File: src/rtl/transpad_pkg.sv
// Shared types and constants for the transpad memory responder.
// Holds the FSM encoding, latency counter width and parameter check.
package transpad_pkg;

  localparam int LAT_W = 4;

  typedef enum logic [1:0] {
    IDLE  = 2'd0,
    ISSUE = 2'd1,
    WAIT  = 2'd2,
    DONE  = 2'd3
  } resp_state_t;

  function automatic bit lat_legal(input int lat);
    return (lat >= 1) && (lat <= 15);
  endfunction

endpackage

File: src/rtl/transpad_lat_cnt.sv
// Loadable down-counter timing one memory access.
// Counts down while enabled and not held; flags the final cycle.
module transpad_lat_cnt
  import transpad_pkg::*;
#(
  parameter int W = LAT_W
) (
  input  logic         clk,
  input  logic         rst,
  input  logic         load,
  input  logic [W-1:0] load_val,
  input  logic         en,
  input  logic         hold,
  output logic         is_one
);

  logic [W-1:0] cnt;

  always_ff @(posedge clk or posedge rst) begin
    if (rst) begin
      cnt <= '0;
    end else if (load) begin
      cnt <= load_val;
    end else if (en && !hold && (cnt != '0)) begin
      cnt <= cnt - 1'b1;
    end
  end

  assign is_one = (cnt == W'(1));

endmodule

File: src/rtl/transpad_mem_resp.sv
// Memory-side responder for transpad: steers accesses to SPM or MM,
// models latency, returns rdy, keeps stats and a sticky error flag.
module transpad_mem_resp
  import transpad_pkg::*;
#(
  parameter int ADDR_W  = 16,
  parameter int SPM_LAT = 1,
  parameter int MM_LAT  = 4,
  parameter int COUNT_W = 16
) (
  input  logic               clk,
  input  logic               rst,
  input  logic [ADDR_W-1:0]  addr,
  input  logic               act,
  input  logic               spm,
  input  logic               mm_stall,
  output logic               rdy,
  output logic               spm_re,
  output logic [ADDR_W-1:0]  spm_addr,
  output logic               mm_re,
  output logic [ADDR_W-1:0]  mm_addr,
  output logic [COUNT_W-1:0] n_spm,
  output logic [COUNT_W-1:0] n_mm,
  output logic               err
);

  if (!lat_legal(SPM_LAT)) begin : g_bad_spm_lat
    $error("SPM_LAT must be in 1..15");
  end
  if (!lat_legal(MM_LAT)) begin : g_bad_mm_lat
    $error("MM_LAT must be in 1..15");
  end

  localparam logic [LAT_W-1:0] SPM_M1 = LAT_W'(SPM_LAT - 1);
  localparam logic [LAT_W-1:0] MM_M1  = LAT_W'(MM_LAT - 1);

  resp_state_t       state;
  logic [ADDR_W-1:0] cap_addr;
  logic              cap_spm;
  logic [LAT_W-1:0]  lat_m1;
  logic              busy;
  logic              hold;
  logic              is_one;
  logic              violate;

  assign lat_m1  = cap_spm ? SPM_M1 : MM_M1;
  assign busy    = (state != IDLE);
  // Backpressure only applies to main memory.
  assign hold    = !cap_spm && mm_stall;
  assign violate = !act || (addr != cap_addr) || (spm != cap_spm);

  assign spm_re = (state == ISSUE) && cap_spm;
  assign mm_re  = (state == ISSUE) && !cap_spm;
  assign rdy    = (state == DONE);

  transpad_lat_cnt #(
    .W(LAT_W)
  ) u_lat_cnt (
    .clk      (clk),
    .rst      (rst),
    .load     (state == ISSUE),
    .load_val (lat_m1),
    .en       (state == WAIT),
    .hold     (hold),
    .is_one   (is_one)
  );

  always_ff @(posedge clk or posedge rst) begin
    if (rst) begin
      state    <= IDLE;
      cap_addr <= '0;
      cap_spm  <= 1'b0;
      spm_addr <= '0;
      mm_addr  <= '0;
      n_spm    <= '0;
      n_mm     <= '0;
      err      <= 1'b0;
    end else begin
      if (busy && violate) begin
        err <= 1'b1;
      end
      unique case (state)
        IDLE: begin
          if (act) begin
            cap_addr <= addr;
            cap_spm  <= spm;
            if (spm) begin
              spm_addr <= addr;
            end else begin
              mm_addr <= addr;
            end
            state <= ISSUE;
          end
        end
        ISSUE: begin
          state <= (lat_m1 != '0) ? WAIT : DONE;
        end
        WAIT: begin
          if (is_one && !hold) begin
            state <= DONE;
          end
        end
        DONE: begin
          if (cap_spm) begin
            if (n_spm != '1) n_spm <= n_spm + 1'b1;
          end else begin
            if (n_mm != '1) n_mm <= n_mm + 1'b1;
          end
          state <= IDLE;
        end
        default: state <= IDLE;
      endcase
    end
  end

endmodule
File: config.mk
export PLATFORM = sky130hd
export DESIGN_NAME = transpad_mem_resp
export DESIGN_NICKNAME = d
export VERILOG_FILES = /design/src/rtl/transpad_pkg.sv /design/src/rtl/transpad_lat_cnt.sv /design/src/rtl/transpad_mem_resp.sv
export SDC_FILE = /design/constraint.sdc
export NUM_CORES = 1
export LEC_CHECK = 0
export CORE_MARGIN = 1.5
export CORE_UTILIZATION = 45
export CTS_CLUSTER_SIZE = 40
export DETAILED_ROUTE_END_ITERATION = 10
export GPL_TIMING_DRIVEN = 0
export PLACE_DENSITY = 0.7
export SYNTH_ARGS = -nofsm -noshare
export SYNTH_HDL_FRONTEND = slang
export SYNTH_SLANG_ARGS = --single-unit
File: constraint.sdc
create_clock -name clk -period 4.6 [get_ports clk]
set_clock_uncertainty 0.05 [all_clocks]
set_input_delay 0.92 -clock clk [delete_from_list [all_inputs] [get_ports clk]]
set_output_delay 0.92 -clock clk [all_outputs]
set_load 0.005 [all_outputs]
Yosys cells after proc, flatten, opt, wreduce, memory -nomap -nowiden:

Cells that the tools add are included.

* flip-flop bits (word level): 88
* output and inout port bits: 68
* input port bits: 21
* logic and storage cells: 54

* reductions and logical operators: 23
* muxes and demuxes: 7
* eq/ne operators: 10
* bitwise gates (word level): 2
* add/sub/neg operators: 3

Operators by type and width (count)
* adder 16 x 1 -> 16 bit (second input constant): 2
* inequality test 16 bit (second input constant): 2
* inequality test 16 bit: 1
* AND reduction 3 bit: 4
* two-way mux 4 bit: 2
* one-hot mux 2 bit (4 select lines): 1
* nonzero test 4 bit: 2
* logical AND 1 bit: 7
* two-way mux 2 bit: 3
* == test 2 bit (second input constant): 2
* == test 4 x 1 -> 1 bit (second input constant): 1
* inequality test 2 bit (second input constant): 2
* AND reduction 2 bit: 2
* nonzero test 2 bit: 2
* subtractor 4 x 1 -> 4 bit (second input constant): 1
* zero test 1 bit: 3
* == test 2 x 1 -> 1 bit (second input constant): 1
* zero test 2 bit: 1
* logical OR 1 bit: 2
* inverter 1 bit: 2
* two-way mux 1 bit: 1
* inequality test 1 bit: 1

Longest topological paths before layout:

* word-level depth: 7
* mapped depth: 7
* mapped depth without buffers: 6

Cells and area by module:

From an unflattened synthesis, not the netlist that was laid out.

* cells, all modules: 346
* area, all modules: 4269.1 sq um

By module, submodules not included
* transpad_mem_resp: cells an instance 314, area each 3991.3 sq um, times used 1, sequential area each 2102.0 sq um
* transpad_lat_cnt: cells an instance 32, area each 277.8 sq um, times used 1, sequential area each 100.1 sq um

Worst setup path after synthesis:

No wires, ideal clock.

* kind: input port to flip-flop
* start point: input port act
* end point: register mm_addr[0]
* required time: 4.425 ns
* arrival time: 1.875 ns
* cell stages on the path: 5
* path buffers: 2
* setup slack: 2.550 ns
* library setup time: 0.125 ns
* path through: nand2_2 > or2_1 > buf_2 > buf_2 > mux2_2

* word-level cells in the longest chain between the ends: 1

Ends and longest elaborated chain
* from (decl): RTL line transpad_mem_resp.sv:14 `input logic act,`
* AND reduction 3 bit (no line)
* to (signal assigned): RTL line transpad_mem_resp.sv:90 `mm_addr <= addr;`
* to (decl): RTL line transpad_mem_resp.sv:21 `output logic [ADDR_W-1:0] mm_addr,`

No other way between the ends.
A chain may end at the register's enable or synchronous reset.

Worst setup path after layout:

* start point: register state[1]
* end point: output port mm_re

* word-level cells in the longest chain between the ends: 2

Ends and longest elaborated chain
* from (decl): RTL line transpad_mem_resp.sv:37 `resp_state_t state;`
* from (signal assigned): RTL line transpad_mem_resp.sv:96 `state <= (lat_m1 != '0) ? WAIT : DONE;`
* == test 2 x 1 -> 1 bit: RTL line transpad_mem_resp.sv:53 `assign mm_re = (state == ISSUE) && !cap_spm;`
* logical AND 1 bit: RTL line transpad_mem_resp.sv:53
* to (decl): RTL line transpad_mem_resp.sv:20 `output logic mm_re,`

No other way between the ends.

==> summary.md <==
| Metric | Value |
|---|---|
| Total track usage | 18.24% |
| Post-DRT Antenna Nets | 0 |
| Rel. slew slack | 55.22% |
| Worst stage delay on the critical path | 0.52 ns |
| Worst Slack Setup Final | 1.763 ns |
| Post-DR wirelength/cell | 15.58 um |
| Io pins | 89 |
| Syn-to-layout area delta | 30.57% |
| Antenna fix cells | 0 |
| Final Hold Viols | 0 |
| Rows | 34 |
| Share of layout cells above drive strength 1 | 21.77% |
| Capture point of the worst path | mm_re |
| R2R Setup Slk | 2.33 ns |
| Slew Limit Fails | 0 |
| Max-cap violations | 0 |
| Synthesized Nets | 365 |
| Die area | 9779 um^2 |
| Port-buffer cells | 88 |
| Drt initial violations | 91 |
| Number of synthesized flops with an enable pin | 0 |
| Pwr Density | 551.1 nW/um^2 |
| Minimum hold slack | 0.4503 ns |
| Vias in the first global route | 2,963 |
| CTS sink cnt | 88 |
| Crit-path cells | inv_1 > ha_1 > nor2b_1 > clkdlybuf4s50_1 |
| Crit Path Max Fanout | 6 |
| Final GP Congestion | 0.8387 |
| Die height | 98.89 um |
| Clk_lat worst skew | 0.35 ns |
| First-pass GRT wire length | 14,190 um |
| Total negative slack | 0 ns |
| Failing checks | design-rule violations |
| RSZ-0062 raised after global routing | no |
| Hold Buf Count CTS | 0 |
| Post-synthesis adder-cell area fraction | 2.419% |
| Mux cell area share after synthesis | 14.42% |
| Pre-CTS setup slack | 1.592 ns |
| Drt first pass iters | 7 |
| Final Cycle Share | 61.67% |
| Post-Synth Simple-Gate Area | 13.82% |
| Largest net degree at the start of global routing | 46 |
| HPWL after DPL | 6100 um |
| # resized after CTS | 0 |
| Post-synthesis sequential area ratio | 53.22% |
| Total power | 2.977 mW |
| Fmax | 352.5 MHz |
| WP data arrival | 1.87 ns |
| Yosys cell types | 48 |
| Vias | 2,901 |
| Ys flop type | dfrtp_1 |
| Slowest cell on crit path | clkdlybuf4s50_1 |
| Critical Path End Type | primary output |
| Max Buffers Root-to-Sink | 2 |
| Max VDD drop | 323.4 uV |
| DRC violations left | 7 |
| Combinational family with the most area after synthesis | multiplexers |
| H-tree Lvls | 3 |
| Via density | 5.284 |
| R2R depth | 5 |
| R2r endpoint | spm_addr[13]$_DFFE_PP0P_ |
| Yosys warning total | 0 |
| Initial antenna violation count | 0 |
| Post-Synth XOR/XNOR Area | 9.525% |
| Status | finished, violations left |
| Tightest Pin Transition | 0.6717 ns |
| CORE AREA | 8806 um^2 |
| FILL cells | 737 |
| Total grt overflow | 0 |
| Pleak | 2.255 nW |
| Starting Density | 46.99% |
| Crit path launch type | flip-flop |
| Total Wirelength | 8551 um |
| Synth async-reset ratio | 100.0% |
| Worst EP required | 3.63 ns |
| Period minus WS final | 2.837 ns |
| Synthesized area | 4138 um^2 |
| CTS tree | built |
| Synthesized instance count | 336 |
| Final setup vio count | 0 |
| Die Span X | 98.89 um |
| TritonCTS Buffers | 9 |
| Final nets | 465 |
| Compound-Gate Fraction of Synth Area | 4.294% |
| CTS root buffer | clkbuf_8 |
| Postcts setup bufs | 0 |
| #FFs+latches synth | 88 |
| Kind of critical path | reg2out |
| Crit path launch | state[1]$_DFFE_PP0P_ |
| Syn avg cell area | 12.31 um^2 |
| Reg-to-reg startpoint | state[0]$_DFFE_PP0P_ |
| CTS clock-pin slew for the worst setup and hold paths | 0.09 ns |
| Worst min path class | reg2reg |
-- worst max-delay path, delay by kind of cell, from the launching register on --
kind          cells  cell delay [ns]
flops             1             0.42
simple gates      1             0.21
fa+ha+maj         1             0.27
buf+inv           2             0.62
-- worst min-delay path by stage --
| stage | startpoint | end | slack [ns] | depth (start not counted) |
|---|---|---|---|---|
| 2_1_floorplan | n_spm[7]$_DFFE_PP0P_ | n_spm[7]$_DFFE_PP0P_ | 0.43 | 1 |
| 3_3_place_gp | n_spm[7]$_DFFE_PP0P_ | n_spm[7]$_DFFE_PP0P_ | 0.42 | 1 |
| 3_5_place_dp | n_spm[7]$_DFFE_PP0P_ | n_spm[7]$_DFFE_PP0P_ | 0.44 | 1 |
| 4_1_cts | n_spm[7]$_DFFE_PP0P_ | n_spm[7]$_DFFE_PP0P_ | 0.45 | 1 |
| 5_1_grt | n_spm[10]$_DFFE_PP0P_ | n_spm[10]$_DFFE_PP0P_ | 0.46 | 1 |
| 6_report | n_spm[10]$_DFFE_PP0P_ | n_spm[10]$_DFFE_PP0P_ | 0.45 | 1 |
-- cell usage after synthesis (all sizes together) (4+ instances only) --
library cell  count  share of area [%]
a21oi             5               0.60
and3              9                1.5
buf               7                1.0
dfrtp            88                 53
ha                8                2.4
inv              12                1.1
mux2             53                 14
nand2            16                1.5
nand3            15                1.9
nand4            17                2.7
nor2              8               0.73
nor3              6               0.97
o211ai            7                1.3
o21ai             4               0.48
xnor2            35                7.4
xor2             10                2.1
-- state kept, by name, indices dropped and copies added, names as in the netlist --
| signal | count |
|---|---|
| state | 2 |
| n_spm | 16 |
| u_lat_cnt.cnt | 4 |
| cap_spm | 1 |
| spm_addr | 16 |
| mm_addr | 16 |
| err | 1 |
| n_mm | 16 |
| cap_addr | 16 |
-- layout make-up --
cell class / instances / area [um^2] / area share (%)
Sequential cell: 88 / 2202 / 40.76
Multi-Input combinational cell: 227 / 1841 / 34.07
Timing Repair Buffer: 89 / 908.4 / 16.81
Tap cell: 108 / 135.1 / 2.501
Clock buffer: 9 / 123.9 / 2.293
Clock inverter: 7 / 95.09 / 1.760
Buffer: 9 / 50.05 / 0.9264
Inverter: 12 / 47.55 / 0.8800
-- cell families after synthesis --
logic type,Yosys count
xor+xnor,45
fa+ha+maj,8
simple gates,95
buf+inv,21
compound gates,26
flops,88
mux,53
-- per-layer routing --
metal	GRT usage, %	vias to the layer above	share of wire (%)
li1	-	1390	-
met1	23.54	1425	44
met2	30.56	75	50
met3	4.113	11	4.9
met4	5.934	0	1.1
met5	0	-	0
-- report_power, final --
group | switching [mW] | internal, mW
combinational | 0.412 | 0.721
sequential | 0.197 | 1.06
clock | 0.285 | 0.307
-- placed cells by master, fill, tap and decap left out, drive strengths merged, types with 4 or more instances in the layout --
master         instances
nand4                 17
nor3                   6
mux2                  53
clkbuf                11
nand3                 15
o21ai                  4
xnor2                 35
nand2                 16
a21oi                  5
nor2                   8
xor2                  10
o211ai                 7
and3                   9
buf                    8
clkdlybuf4s50         88
inv                   13
ha                     8
dfrtp                 88
-- through the flow --
stage / utilization [%] / std cells / instance area (um^2)
finish: 61.35 / 549 / 5403
global route: 61.35 / 549 / 5403
CTS: 61.35 / 549 / 5403
detailed placement: 58.87 / 533 / 5184
global placement: 58.53 / 532 / 5154
floorplan: - / 336 / 4138
(Power assumes the default switching activity.)
